File: src/rtl/tdm_demux4.sv
// tdm_demux4: de-interleaves a 4-slot time-division-multiplexed word stream
// into four registered channel outputs. A sync-qualified beat marks slot 0.
// HUNT waits for sync; LOCK tracks the slot position and flags frame
// completion and misaligned-sync events.
module tdm_demux4 #(
   parameter int unsigned DW = 8
) (
   input  logic          i_clk,
   input  logic          i_rst,
   input  logic          i_valid,
   input  logic          i_sync,
   input  logic [DW-1:0] i_data,
   output logic [DW-1:0] o_ch0,
   output logic [DW-1:0] o_ch1,
   output logic [DW-1:0] o_ch2,
   output logic [DW-1:0] o_ch3,
   output logic          o_frame_valid,
   output logic          o_locked,
   output logic          o_err_sync,
   output logic [1:0]    o_slot
);

   localparam int unsigned NCH    = 4;
   localparam int unsigned SLOT_W = 2;

   typedef enum logic {
      HUNT = 1'b0,
      LOCK = 1'b1
   } state_t;

   state_t            state_q, state_d;
   logic [SLOT_W-1:0] slot_q, slot_d;
   logic [DW-1:0]     ch_q [NCH];
   logic [DW-1:0]     ch_d [NCH];
   logic              fv_q, fv_d;
   logic              err_q, err_d;
   logic              locked_q, locked_d;

   // State, slot counter, channel and flag registers; reset wins over any beat.
   always_ff @(posedge i_clk) begin
      if (i_rst) begin
         state_q  <= HUNT;
         slot_q   <= '0;
         fv_q     <= 1'b0;
         err_q    <= 1'b0;
         locked_q <= 1'b0;
         for (int k = 0; k < NCH; k++) begin
            ch_q[k] <= '0;
         end
      end else begin
         state_q  <= state_d;
         slot_q   <= slot_d;
         fv_q     <= fv_d;
         err_q    <= err_d;
         locked_q <= locked_d;
         for (int k = 0; k < NCH; k++) begin
            ch_q[k] <= ch_d[k];
         end
      end
   end

   // Next-state logic: idle cycles freeze everything; pulses default low.
   always_comb begin
      state_d = state_q;
      slot_d  = slot_q;
      fv_d    = 1'b0;
      err_d   = 1'b0;
      for (int k = 0; k < NCH; k++) begin
         ch_d[k] = ch_q[k];
      end

      if (i_valid) begin
         case (state_q)
            HUNT: begin
               if (i_sync) begin
                  ch_d[0] = i_data;
                  slot_d  = SLOT_W'(1);
                  state_d = LOCK;
               end
            end
            LOCK: begin
               if (i_sync) begin
                  // Sync always restarts the frame; off slot 0 it is a resync error.
                  err_d   = (slot_q != SLOT_W'(0));
                  ch_d[0] = i_data;
                  slot_d  = SLOT_W'(1);
               end else if (slot_q == SLOT_W'(0)) begin
                  // Expected sync missing: drop the beat and go hunting.
                  err_d   = 1'b1;
                  state_d = HUNT;
                  slot_d  = SLOT_W'(0);
               end else begin
                  ch_d[slot_q] = i_data;
                  slot_d       = slot_q + SLOT_W'(1);
                  fv_d         = (slot_q == SLOT_W'(3));
               end
            end
            default: begin
               state_d = HUNT;
               slot_d  = SLOT_W'(0);
            end
         endcase
      end

      locked_d = (state_d == LOCK);
   end

   assign o_ch0         = ch_q[0];
   assign o_ch1         = ch_q[1];
   assign o_ch2         = ch_q[2];
   assign o_ch3         = ch_q[3];
   assign o_frame_valid = fv_q;
   assign o_locked      = locked_q;
   assign o_err_sync    = err_q;
   assign o_slot        = slot_q;

endmodule

File: config.mk
export PLATFORM = sky130hd
export DESIGN_NAME = tdm_demux4
export DESIGN_NICKNAME = d
export VERILOG_FILES = /design/src/rtl/tdm_demux4.sv
export SDC_FILE = /design/constraint.sdc
export NUM_CORES = 1
export LEC_CHECK = 0
export ABC_AREA = 1
export CORE_ASPECT_RATIO = 2
export CORE_MARGIN = 8
export CORE_UTILIZATION = 49
export CTS_BUF_LIST = sky130_fd_sc_hd__clkbuf_8 sky130_fd_sc_hd__clkbuf_16
export DETAILED_ROUTE_END_ITERATION = 10
export GPL_ROUTABILITY_DRIVEN = 0
export PLACE_DENSITY = 0.84
export SKIP_LAST_GASP = 1
export SLEW_MARGIN = 30
export SYNTH_ARGS = -nofsm -noshare
export SYNTH_HDL_FRONTEND = slang
export SYNTH_SLANG_ARGS = --single-unit
File: constraint.sdc
create_clock -name i_clk -period 2.9 [get_ports i_clk]
set_clock_uncertainty 0.2 [all_clocks]
set_input_delay 0.58 -clock i_clk [delete_from_list [all_inputs] [get_ports i_clk]]
set_output_delay 0.58 -clock i_clk [all_outputs]
set_load 0.05 [all_outputs]
==> results.toml <==
[clock_network]
ctsRootBufferMaster = "clkbuf_8"
clockBufferDepth = 2
cts_buffers = 5
cts_resized = 0
path_clk_slew_ns = 0.07
numClockSinks = 37
htree_levels = 2
tritoncts = "built"
clkLatencyLatePin_ns = 0.28
cts_setup_buffers = 0
postCtsHoldBufs = 0

[worst_setup_path]
crit_chain = "clkdlybuf4s50_1"
path_buf_inv = 1
cp_top_family = "buffers and inverters"
cp-end-kind = "primary output"
critPathKind = "flop to primary output"
cp_slowest_cell = "clkdlybuf4s50_1"
slowest_delay_ns = 0.86
cp-start-kind = "flop"
cp.arrival_ns = 1.59
worst-path-max-fanout = 6
required_ns = 2.12

[synth]
synth-simple-area-share = 0.284
synth_area_per_cell_um2 = 7.36
yosysWarnings = 0
ys_types = 17
synthXorXnorAreaFrac = 0
synthAdderAreaFrac = 0.0564
yosysSeqAreaShare = 0.477
synth_seq_cells = 37
synthCells = 211
synth_top_family_by_area = "simple AND/OR/NAND/NOR gates"
postSynthNetCount = 230
synthMuxAreaShare = 0
synth_compound_gate_area_share = 0.0910
syn_area_um2 = 1550

[route]
drc = 0
dr_total_vias = 1491
dr.pass1.iters = 4
drt_iter0_drc = 31
wl_mm = 3.86
ant_nets = 0
wl_per_cell_um = 13.1
drt-vias-per-instance = 5.05

[timing]
period_share = 0.816
setup_viol = 0
worst_pin_slew_ns = 0.619
fin_ws_ns = 0.533
hold_viol = 0
fmax_ghz = 0.422
maxSlewViolCount = 0
rsz0062_at_grt = "no"
min_period_ns = 2.37
tns_ns = 0
hold-worst-slack_ns = 0.286
maxSlewHeadroom = 0.587

[global_route]
overflow = 0
grt_max_degree = 28
grt_pass1_vias = 1515
grt.total_usage = 0.150
grt_pass1_wl_mm = 6.64
antenna_found_initial = 0

[place]
pre_cts_ws_ns = 0.530
dp.cells = 287
hpwl_mm = 3.01
portBuffers = 48

[status]
outcome = "finished, final reports clean"

[final_layout]
antenna_cells = 0
layout_commonest_cell = "nor2_1"
area_delta_synth_final_pct = 37.5
final_cell_mix = "nor2_1 (74), clkdlybuf4s50_1 (48), dfxtp_1 (37)"
fin_util = 0.693
drive_gt1_frac = 0.0795
instances_no_fill = 295
nNetsFinal = 282

[floorplanning]
fp.dieArea_um2 = 5340
die_w_um = 55.8
io_pins = 49
core_um2 = 3080
fp-row-count = 29
dieHeight_um = 95.6
start_util = 0.504

[pwr]
irDropWorstVdd_mv = 0.426
p_leak_nw = 0.922
p_per_area_nw_per_um2 = 475

[min_path]
min_path_type = "flop to flop"

[run]
maxCapViolations = 0
## metal layers
layer / global-route usage / up-vias / wire, um
li1: - / 742 / -
met1: 0.142 / 672 / 1590
met2: 0.272 / 64 / 1820
met3: 0.0547 / 13 / 304
met4: 0.0887 / 0 / 154
met5: 0 / - / 0
## layout make-up
cell class	instances	area (um2)
timing repair buffer	49	488
fill	268	947
multi-input combinational	140	671
clock buffer	5	68.8
clock inverter	3	13.8
sequential	37	741
inverter	30	116
tap	31	38.8
## power by group
part / switching [mW] / internal, mW / leakage, nW / total (mW)
clock: 0.170 / 0.163 / 0.0491 / 0.332
sequential: 0.00763 / 0.520 / 0.300 / 0.528
combinational: 0.100 / 0.0548 / 0.573 / 0.155
total: 0.278 / 0.737 / 0.922 / 1.01
## registers in the layout (all words and copies together), names as in the netlist
signal	cells
o_frame_valid	1
o_slot	2
o_err_sync	1
o_locked	1
ch_q	32
## path summary, 6_finish.rpt
check                  start    endpoint  slack [ns]  cells past startpoint
setup reg to reg   o_slot[0]  ch_q[3][5]        0.91                      9
hold / removal    ch_q[2][5]  ch_q[2][5]        0.29                      2
setup / recovery   o_slot[1]   o_slot[1]        0.53                      1
hold reg to reg   ch_q[2][5]  ch_q[2][5]        0.29                      2
## logic make-up (layout without fill, tap and decap cells)
family          count (synthesis)  in the layout
simple gates                  105            105
flops                          37             37
buf+inv                        34             87
compound gates                 28             28
fa+ha+maj                       7              7
## through the flow
step / power (mW) / area, um2
floorplan: 0.638 / 1550
global placement: 0.691 / 2050
detailed placement: 0.694 / 2050
CTS: 1.02 / 2140
global route: 1.06 / 2140
finish: 1.01 / 2140
## cell usage after synthesis
cell type	n	share of area
nor2_4	1	0.0072
nand2_1	17	0.041
inv_1	27	0.065
a21oi_1	2	0.0064
clkbuf_1	2	0.0048
nand3_1	3	0.0097
nor4_1	1	0.0040
dfxtp_1	37	0.48
o21ai_0	25	0.081
nand3_4	1	0.011
a31oi_1	1	0.0040
ha_1	7	0.056
clkbuf_4	1	0.0048
buf_6	1	0.0072
clkinv_2	3	0.0097
nand2_2	8	0.032
nor2_1	74	0.18
Power figures use the tool's default switching activity.
